## config.mk

```make
export PLATFORM = sky130hd
export DESIGN_NAME = sram_photo_streamer
export DESIGN_NICKNAME = d
export VERILOG_FILES = /design/src/rtl/sram_photo_streamer.sv
export SDC_FILE = /design/constraint.sdc
export NUM_CORES = 1
export LEC_CHECK = 0
export ABC_AREA = 0
export BUFFER_PORTS_ARGS = -buffer_cell sky130_fd_sc_hd__buf_2
export CORE_AREA = 3 3 143 145
export CTS_CLUSTER_DIAMETER = 30
export DETAILED_ROUTE_END_ITERATION = 10
export DIE_AREA = 0 0 146 148
export GPL_TIMING_DRIVEN = 0
export HOLD_SLACK_MARGIN = 0.1
export PLACE_DENSITY = 0.83
export SLEW_MARGIN = 20
export SYNTH_ARGS = -nofsm -noshare
export SYNTH_HDL_FRONTEND = slang
export SYNTH_SLANG_ARGS = --single-unit
```

## constraint.sdc

```tcl
create_clock -name iCLK -period 2.7 [get_ports iCLK]
set_input_delay 0.54 -clock iCLK [delete_from_list [all_inputs] [get_ports iCLK]]
set_output_delay 0.54 -clock iCLK [all_outputs]
set_load 0.01 [all_outputs]
```

## src/rtl/sram_photo_streamer.sv

```systemverilog
// Streams a stored photo out of the 16-bit SRAM (2 words per pixel) in raster order
// as 30-bit RGB beats with a valid/ready handshake and SOF/EOL/EOF markers.
//
// state | meaning
// IDLE  | bus released, waiting for iStart
// RD_HI | address on word0 of a pixel, capture R/G at the end of the cycle
// RD_LO | address on word1, capture B into the output slot once it is free
// DRAIN | last pixel presented, waiting for it to be accepted
module sram_photo_streamer #(
    parameter int ADDR_W = 20,
    parameter int IDX_W  = 4
) (
    input  logic              iCLK,
    input  logic              iRST_N,
    input  logic              iStart,
    input  logic              iAbort,
    input  logic [IDX_W-1:0]  iPhoto_Index,
    input  logic [9:0]        iCol_MAX,
    input  logic [9:0]        iRow_MAX,
    input  logic [15:0]       iSRAM_In,
    output logic [ADDR_W-1:0] oSRAM_Addr,
    output logic              oSRAM_CE_N,
    output logic              oSRAM_UB_N,
    output logic              oSRAM_LB_N,
    output logic              oSRAM_WE_N,
    output logic              oSRAM_OE_N,
    output logic [29:0]       oRGB,
    output logic              oValid,
    input  logic              iReady,
    output logic              oSOF,
    output logic              oEOL,
    output logic              oEOF,
    output logic              oBusy,
    output logic              oDone
);
    localparam int BASE_W = IDX_W + 21;

    typedef enum logic [1:0] {IDLE, RD_HI, RD_LO, DRAIN} state_t;

    state_t state, state_nxt;

    logic [9:0]        col, row, col_max, row_max;
    logic [7:0]        red, green;
    logic [BASE_W-1:0] base_full;
    logic              slot_free, accept, last_col, last_row, zero_dims;
    logic              start_go, zero_done, load_pix, finish;

    assign base_full = BASE_W'(iPhoto_Index) * BASE_W'(iCol_MAX) * BASE_W'(iRow_MAX) * BASE_W'(2);
    assign accept    = oValid & iReady;
    assign slot_free = ~oValid | iReady;
    assign last_col  = (col == col_max - 10'd1);
    assign last_row  = (row == row_max - 10'd1);
    assign zero_dims = (iCol_MAX == 10'd0) | (iRow_MAX == 10'd0);

    assign oSRAM_CE_N = 1'b0;
    assign oSRAM_UB_N = 1'b0;
    assign oSRAM_LB_N = 1'b0;
    assign oSRAM_WE_N = 1'b1;

    always_ff @(posedge iCLK or negedge iRST_N) begin
        if (!iRST_N) state <= IDLE;
        else         state <= state_nxt;
    end

    always_comb begin
        state_nxt = state;
        if (iAbort) begin
            state_nxt = IDLE;
        end else begin
            case (state)
                IDLE:    if (iStart && !zero_dims) state_nxt = RD_HI;
                RD_HI:   state_nxt = RD_LO;
                RD_LO:   if (slot_free) state_nxt = (last_col && last_row) ? DRAIN : RD_HI;
                DRAIN:   if (accept) state_nxt = IDLE;
                default: state_nxt = IDLE;
            endcase
        end
    end

    always_comb begin
        oBusy      = (state != IDLE);
        oSRAM_OE_N = ~oBusy;
        start_go   = (state == IDLE) & iStart & ~iAbort & ~zero_dims;
        zero_done  = (state == IDLE) & iStart & ~iAbort & zero_dims;
        load_pix   = (state == RD_LO) & slot_free & ~iAbort;
        finish     = (state == DRAIN) & accept & ~iAbort;
    end

    // Abort drops the presented beat without acceptance and suppresses oDone.
    always_ff @(posedge iCLK or negedge iRST_N) begin
        if (!iRST_N) begin
            oSRAM_Addr <= '0;
            oRGB       <= '0;
            oValid     <= 1'b0;
            oSOF       <= 1'b0;
            oEOL       <= 1'b0;
            oEOF       <= 1'b0;
            oDone      <= 1'b0;
            col        <= '0;
            row        <= '0;
            col_max    <= '0;
            row_max    <= '0;
            red        <= '0;
            green      <= '0;
        end else if (iAbort) begin
            oValid <= 1'b0;
            oSOF   <= 1'b0;
            oEOL   <= 1'b0;
            oEOF   <= 1'b0;
            oDone  <= 1'b0;
        end else begin
            oDone <= finish | zero_done;
            if (start_go) begin
                oSRAM_Addr <= ADDR_W'(base_full);
                col_max    <= iCol_MAX;
                row_max    <= iRow_MAX;
                col        <= '0;
                row        <= '0;
            end
            if (state == RD_HI) begin
                red        <= iSRAM_In[15:8];
                green      <= iSRAM_In[7:0];
                oSRAM_Addr <= oSRAM_Addr + ADDR_W'(1);
            end
            if (load_pix) begin
                oRGB       <= {red, 2'b00, green, 2'b00, iSRAM_In[15:8], 2'b00};
                oValid     <= 1'b1;
                oSOF       <= (col == 10'd0) & (row == 10'd0);
                oEOL       <= last_col;
                oEOF       <= last_col & last_row;
                oSRAM_Addr <= oSRAM_Addr + ADDR_W'(1);
                if (last_col) begin
                    col <= '0;
                    row <= row + 10'd1;
                end else begin
                    col <= col + 10'd1;
                end
            end else if (accept) begin
                oValid <= 1'b0;
            end
        end
    end
endmodule

```

* Word level (Yosys, flattened, before mapping)
Index checks and enable logic that the tools add are counted.
** Storage, ports and cells
- Bits in registers :: 107
- Word-level logic and storage cells :: 91
** Cells by class
- Add/sub/neg operators :: 5
- Multipliers :: 2
- Equal/unequal tests :: 8
- Muxes and demuxes :: 25
- Bitwise operators :: 18
- Reductions and logical operators :: 19
** Operators by type and width (number)
- 10-bit two-way mux :: 6
- 20-bit two-way mux :: 3
- 10-bit zero test :: 4
- 10-bit by 1-bit adder with 10-bit output, second input constant :: 2
- 20-bit by 1-bit adder with 20-bit output, second input constant :: 1
- 10-bit == test :: 2
- 10-bit by 1-bit subtractor with 10-bit output, second input constant :: 2
- 14-bit by 10-bit multiplier with 19-bit output :: 1
- 4-bit by 10-bit multiplier with 14-bit output :: 1
- 1-bit bitwise AND :: 11
- 1-bit two-way mux :: 10
- 2-bit two-way mux :: 5
- 2-bit AND reduction :: 5
- 3-bit inequality test, second input constant :: 3
- 2-bit case mux with 4 select lines :: 1
- 2-bit nonzero test :: 3
- 3-bit nonzero test :: 2
- 2-bit == test, second input constant :: 2
- 1-bit inverter :: 4
- 1-bit OR :: 3
- 3-bit AND reduction :: 1
- 2-bit by 1-bit == test with 1-bit output, second input constant :: 1
- 1-bit logical AND :: 2
- 2-bit zero test :: 1
- 1-bit zero test :: 1

* Logic depth before layout (Yosys ltp)
Gate-level depths: netlist (run 1).
- Depth after elaboration :: 7
- Depth in mapped cells :: 31
- Mapped depth without buffers :: 30

* Least setup slack after synthesis (run 1)
No wires, ideal clock.
- Path kind :: input-to-reg
- Start point :: input iCol_MAX[0]
- End point :: register oSRAM_Addr[19]
- Arrival time :: 8.197 ns
- Path slack :: -5.633 ns
- Stages on the path :: 31
- Cells stage by stage :: clkbuf_1 > nand2_1 > fa_1 > inv_1 > fa_1 > inv_1 > fa_1 > nor2b_1 > o2111ai_1 > a31oi_1 > a2111oi_0 > or3b_2 > clkbuf_1 > nand2_1 > fa_1 > inv_1 > fa_1 > fa_1 > fa_1 > inv_1 > fa_1 > inv_1 > ha_1 > and2_1 > a22o_1 > a2111oi_0 > o21ai_0 > a21oi_1 > xnor3_1 > xnor2_1 > o21ai_0
** On the way
- Word-level cells in the longest chain between the ends :: 6
- Elaborated cells on any way between the ends :: 11
- Those cells by class :: 2 x mul; 3 x mux; 3 x bitwise; 3 x reduce/logical
** Ends and longest elaborated chain
- start: declaration :: RTL line 18 : input logic [9:0] iCol_MAX,
- parallel branches: the longest is 6 deep, another holds 14-bit by 10-bit multiplier with 19-bit output
- end signal: assignment :: RTL line 114 : oSRAM_Addr <= ADDR_W'(base_full);
- end signal: assignment :: RTL line 123 : oSRAM_Addr <= oSRAM_Addr + ADDR_W'(1);
- end signal: assignment :: RTL line 131 : oSRAM_Addr <= oSRAM_Addr + ADDR_W'(1);
- end: declaration :: RTL line 21 : output logic [ADDR_W-1:0] oSRAM_Addr,
Several ways; the timed one is not identified. The select of a mux whose other input is x is not followed.
A chain may end at the register's enable or synchronous reset.

* Final worst setup path (run 1)
- Start point :: input iCol_MAX[6]
- End point :: register oSRAM_Addr[19]
Same word-level chain as after synthesis.

==> flow_summary.toml, run 1 <==
[clock_network]
clockRootBuffer = "clkbuf_16"
cts.sinks = 107
h-tree-depth = 3
numCtsBuffers = 9
cts_tree = "built"
clockBufferDepth = 2
clkTransAtPathRegs_ps = 80
insertion_delay_ps = 360

[synthesis]
ys_seq_area_share_pct = 25.5
synthSimpleGateAreaFrac_pct = 23.1
ys_ff_latch = 107
synth_area_mm2 = 0.0105
async_reset_ff_share_pct = 100
muxShareOfSynthArea_pct = 1.72
synth_area_leaders = "dfrtp_1, fa_1, nand2_1"
yosys.cell_types.count = 65
synth.top_cell.area_share_pct = 25.5
synthAdderAreaFrac_pct = 26.9
yosys_warnings = 0
synth_top_family_by_area = "adder cells"
synth_compound_area_share_pct = 9.28
synthCells = 1219
synth_ff_type = "dfrtp_1"
syn_area_per_cell_um2 = 8.62
synth_largest_area_cell = "dfrtp_1"
synth-xor-area-share_pct = 5.85
synth_edf_count = 0

[route]
drc = 0
drt_wl_total_um = 35800
highest_layer = "met4"
initialDrtViolationCount = 1148
met3_wirelength_um = 3640
num_vias = 10294
wirelength_met1_um = 11600
firstDrtPassIters = 6
wl_met2_um = 17400
drtAntennaViolNets = 0
wl_per_cell_um = 21.2
avgViaCountPerCell = 6.09

[critical_path]
crit_top_cell = "fa_1"
crit_type = "input port to flip-flop"
worstPathArrival_ps = 8340
cp_slowest_cell = "fa_1"
start_kind = "input port"
endpoint_kind = "flip-flop"
crit_start = "iCol_MAX[6]"
reg2reg_from = "state[1]"
r2r_setup_slack_ps = -330
reg2reg_to = "oSRAM_Addr[18]"
path_max_fanout = 6
critPathRequiredTime_ps = 2930
cp_slowest_stage_delay_ps = 560
rr_worst_depth = 9

[sta]
tightest_slew_ps = 780
fin_skew_ps = 14.5
setup_slack_ps = -5410
rsz0062_at_grt = "yes"
fin_tns_setup_ps = -68310
relSlewSlack_pct = 48.0
period_share_pct = 300
maxSlewViolCount = 0
fmax_mhz = 123
period_minus_slack_ps = 8110
setup_viol = 35
finalHoldViolations = 0

[outcome]
status = "complete, but fails checks"
violations = "negative setup slack"

[placed_design]
gp_congestion = 0.893
hpwl_um = 21400
port_buffers = 95
postPlaceCellArea_mm2 = 0.0119

[final_layout]
diodes = 0
syn_to_final_growth_pct = 30.7
layout_common_cells = "nand2_1, inv_1, dfrtp_1, fa_1, buf_2"
stdcell_area_mm2 = 0.0137
fin_nets = 1629
layout_commonest_cell = "nand2_1"
drive_gt1_share_pct = 29.7

[floorplan]
fp.dieW_um = 146
rows = 51
core_mm2 = 0.0193
io_pins = 106
initial_core_util_pct = 54.3
die_h_um = 148
die-area_mm2 = 0.0216

[grt]
antenna_found_initial = 0
grt_pass1_wl_um = 49700
grt_start_max_net_pins = 62
grt_pass1_vias = 9893
grt_overflow = 0
grt_util_all_layers_pct = 28.6

[hold_path]
hp-class = "input port to async pin"

[run]
cap_violations = 0
==> how the worst max path moves through the flow <==
stage / slack, ps / to / depth (start not counted)
global placement: -5710 / oSRAM_Addr[19] / 32
global route: -5560 / oSRAM_Addr[19] / 31
floorplan: -4700 / oSRAM_Addr[19] / 31
detailed placement: -5850 / oSRAM_Addr[19] / 32
CTS: -4860 / oSRAM_Addr[19] / 31
finish: -5410 / oSRAM_Addr[19] / 31
==> metal layers <==
| metal | up-vias | global-route usage, % |
|---|---|---|
| li1 | 4330 | - |
| met1 | 4952 | 34.2 |
| met2 | 754 | 49.8 |
| met3 | 258 | 4.97 |
| met4 | 0 | 15.1 |
| met5 | - | 0 |
==> Yosys cell counts, types with 3 or more instances <==
| library cell | count |
|---|---|
| nor2_1 | 53 |
| a211oi_1 | 3 |
| o22ai_1 | 3 |
| nand3b_1 | 5 |
| nor4_1 | 11 |
| a22o_1 | 5 |
| ha_1 | 63 |
| mux2_2 | 16 |
| nand2_1 | 249 |
| o21ai_0 | 53 |
| buf_4 | 10 |
| nand3_1 | 35 |
| xor2_1 | 18 |
| and3_1 | 18 |
| a21o_1 | 8 |
| a21oi_1 | 39 |
| clkbuf_1 | 38 |
| and2_1 | 79 |
| nor3_1 | 13 |
| nand4_1 | 7 |
| a2111oi_0 | 3 |
| inv_1 | 143 |
| fa_1 | 102 |
| or3_1 | 9 |
| o31ai_1 | 4 |
| nand2b_1 | 9 |
| nor2b_1 | 7 |
| a31oi_1 | 5 |
| dfrtp_1 | 107 |
| a22oi_1 | 5 |
| a221oi_1 | 3 |
| xnor2_1 | 47 |
==> critical path, delay by kind of cell <==
| kind | cells | cell delay (ps) |
|---|---|---|
| XOR/XNOR | 3 | 990 |
| AND/OR/NAND/NOR | 5 | 660 |
| adder cells (fa/ha/maj) | 9 | 4160 |
| AO/OA/AOI/OAI | 7 | 1210 |
| buffers and inverters | 7 | 800 |
==> layout make-up <==
type                            instances  area, um^2
Fill cell                            1261        5610
Inverter                              143         537
Timing Repair Buffer                  186        1420
Tap cell                              265         332
Clock buffer                            9         225
Buffer                                 47         253
Clock inverter                          7        57.6
Multi-Input combinational cell        925        8220
Sequential cell                       107        2680
==> sequential cells by signal, summed over array words and instances (netlist names) <==
signal,count
col,10
col_max,10
green,8
oDone,1
oEOF,1
oEOL,1
oRGB,24
oSOF,1
oSRAM_Addr,20
oValid,1
red,8
row,10
row_max,10
state,2
==> kinds of logic after synthesis <==
kind of cell | Yosys count
simple gates | 511
compound gates | 156
buf+inv | 195
flops | 107
fa+ha+maj | 165
xor+xnor | 67
other cells | 2
mux | 16
==> through the flow <==
stage	setup WS (ps)	hold slack (ps)	cells	util, %
after floorplan	-4700	244	1227	-
after detailed placement	-5850	453	1588	61.4
after global routing	-5560	135	1689	71.0
after global placement	-5710	441	1587	61.2
final	-5410	115	1689	71.0
after CTS	-4860	121	1652	67.6
==> timing repair <==
action                                  in CTS  in global routing
endpoints found under the hold margin        0                  0
buffers inserted                            50                 46
hold buffers                                 0                  0
pin swaps                                   92                 87
gates resized for setup                    110                114
cloned                                       0                  2
endpoints found under the setup margin      35                 52
Power of run 1 is not shown: default switching activity piles up to over one toggle a cycle in this logic, so the estimate is an artifact.
==> inputs of run 2 (changes only) <==
Settings changed: BUFFER_PORTS_ARGS -buffer_cell sky130_fd_sc_hd__buf_2 to not set, CORE_AREA 3 3 143 145 to 3 3 137 139, DIE_AREA 0 0 146 148 to 0 0 140 142, DONT_BUFFER_PORTS set to 1, PLACE_DENSITY 0.83 to 0.78.
==> run 2 against run 1 <==
Register-to-register slack got worse by 140 ps; first-iteration DRC count decreased by 35%; hold slack got worse by 240 ps; non-clock buffer count decreased by 130; sequential share of layout area increased by 1.7 points; global-route usage increased by 0.090 points; die area decreased by 8.0%; setup slack improved by 470 ps; fmax increased by 6.1%; the flow finishes with violations (negative hold slack, negative setup slack); cell area decreased by 8.0%; via count decreased by 11%; routed wire length decreased by 15%.
==> flow_summary.toml, run 2 (synthesized netlist as in run 1, its figures left out) <==
[sta]
rsz0062_at_grt = "yes"
fin_skew_ps = 15.8
setup_viol = 17
finalHoldViolations = 107
maxSlewViolCount = 0
period_minus_slack_ps = 7640
relSlewSlack_pct = 44.9
fmax_mhz = 131
setup_slack_ps = -4940
tightest_slew_ps = 819
fin_hold_ws_ps = -129
period_share_pct = 283

[outcome]
status = "complete, but fails checks"
violations = "negative hold slack, negative setup slack"

[clock_network]
cts.sinks = 107
clockBufferDepth = 2
clkTransAtPathRegs_ps = 80
clockRootBuffer = "clkbuf_16"
numCtsBuffers = 9
insertion_delay_ps = 360
h-tree-depth = 3
cts_tree = "built"

[run]
cap_violations = 0

[grt]
grt_overflow = 0
grt_pass1_wl_um = 45900
grt_util_all_layers_pct = 28.7
grt_start_max_net_pins = 108
grt_pass1_vias = 9123
antenna_found_initial = 0

[route]
wl_per_cell_um = 20.0
drt_wl_total_um = 30500
initialDrtViolationCount = 741
num_vias = 9156
firstDrtPassIters = 7
drc = 0
avgViaCountPerCell = 6.01
drtAntennaViolNets = 0

[final_layout]
largest_reg_flops = 24
drive_gt1_share_pct = 19.8
layout_common_cells = "nand2_1, inv_1, dfrtp_1, fa_1, and2_1"
layout_commonest_cell = "nand2_1"
finalNonFillerCells = 1523
regMostFlops = "oRGB"
fin_nets = 1499
syn_to_final_growth_pct = 20.3
fin_util_pct = 71.0
diodes = 0
top_regs = "oRGB (24), oSRAM_Addr (20)"

[critical_path]
worstSetupPathDepth = 29
worstPathArrival_ps = 7870
cp_slowest_stage_delay_ps = 560
critPathRequiredTime_ps = 2930
crit_type = "input port to flip-flop"
crit_top_cell = "fa_1"
cp_slowest_cell = "fa_1"
cp_top_family = "adder cells"
start_kind = "input port"
path_max_fanout = 6
endpoint_kind = "flip-flop"
cp_num_buf_inv = 5
rr_worst_depth = 9

[floorplan]
io_pins = 106
core_mm2 = 0.0178
rows = 49
die-area_mm2 = 0.0199
fp.dieW_um = 140
initial_core_util_pct = 59.1
die_h_um = 142

[placed_design]
placed_cells = 1456
gp_congestion = 0.898
port_buffers = 0
hpwl_um = 20600

[hold_path]
hp-class = "input port to async pin"
-- run 2: timing repair --
item	CTS	global route
pin swaps	67	43
resized for setup	57	75
setup endpoints to repair	37	42
gates cloned	0	1
hold endpoints to repair	107	107
setup buffers	35	20
-- run 2: metrics by stage --
step           worst slack, ps  TNS (ps)  cell area, um^2  hold WS (ps)
2_1_floorplan            -4700    -57640            11000           244
3_3_place_gp             -5430    -71350            11300           249
3_5_place_dp             -5530    -74160            11300           249
4_1_cts                  -4710    -58170            12200          -132
5_1_grt                  -5140    -63000            12600          -139
6_report                 -4940    -59540            12600          -129
-- run 2: path summary, 6_finish.rpt --
path	from	to	slack [ps]
min in group iCLK	iSRAM_In[12]	oRGB[6]	280
setup reg to reg	state[1]	oSRAM_Addr[4]	-470
max in group asynchronous	iRST_N	col_max[6]	2640
hold reg to reg	red[3]	oRGB[25]	470
hold / removal	iRST_N	row[4]	-130
setup / recovery	iCol_MAX[1]	oSRAM_Addr[19]	-4940
-- run 2: layout make-up --
class | count | area, um^2
Timing Repair Buffer | 55 | 484
Multi-Input combinational cell | 925 | 8070
Sequential cell | 107 | 2680
Tap cell | 229 | 287
Fill cell | 1285 | 5150
Clock buffer | 9 | 225
Clock inverter | 7 | 77.6
Inverter | 143 | 537
Buffer | 48 | 269
-- run 2: per-layer routing --
| layer | track usage [%] | share of wire [%] | vias up |
|---|---|---|---|
| li1 | - | - | 4084 |
| met1 | 34.5 | 37 | 4538 |
| met2 | 50.1 | 51 | 409 |
| met3 | 5.41 | 6.7 | 125 |
| met4 | 13.8 | 5.1 | 0 |
| met5 | 0 | 0 | - |
-- run 2: worst register-to-register path: stages, from the launching register on --
cell and delay, ps:
dfrtp_1 330, clkbuf_1 350, nor2_2 150, inv_1 250
or3_1 160, clkbuf_1 520, nand2_1 270, nor2_2 470
nor2_1 210, a311oi_1 350
Power of run 2 is left out for the same reason.
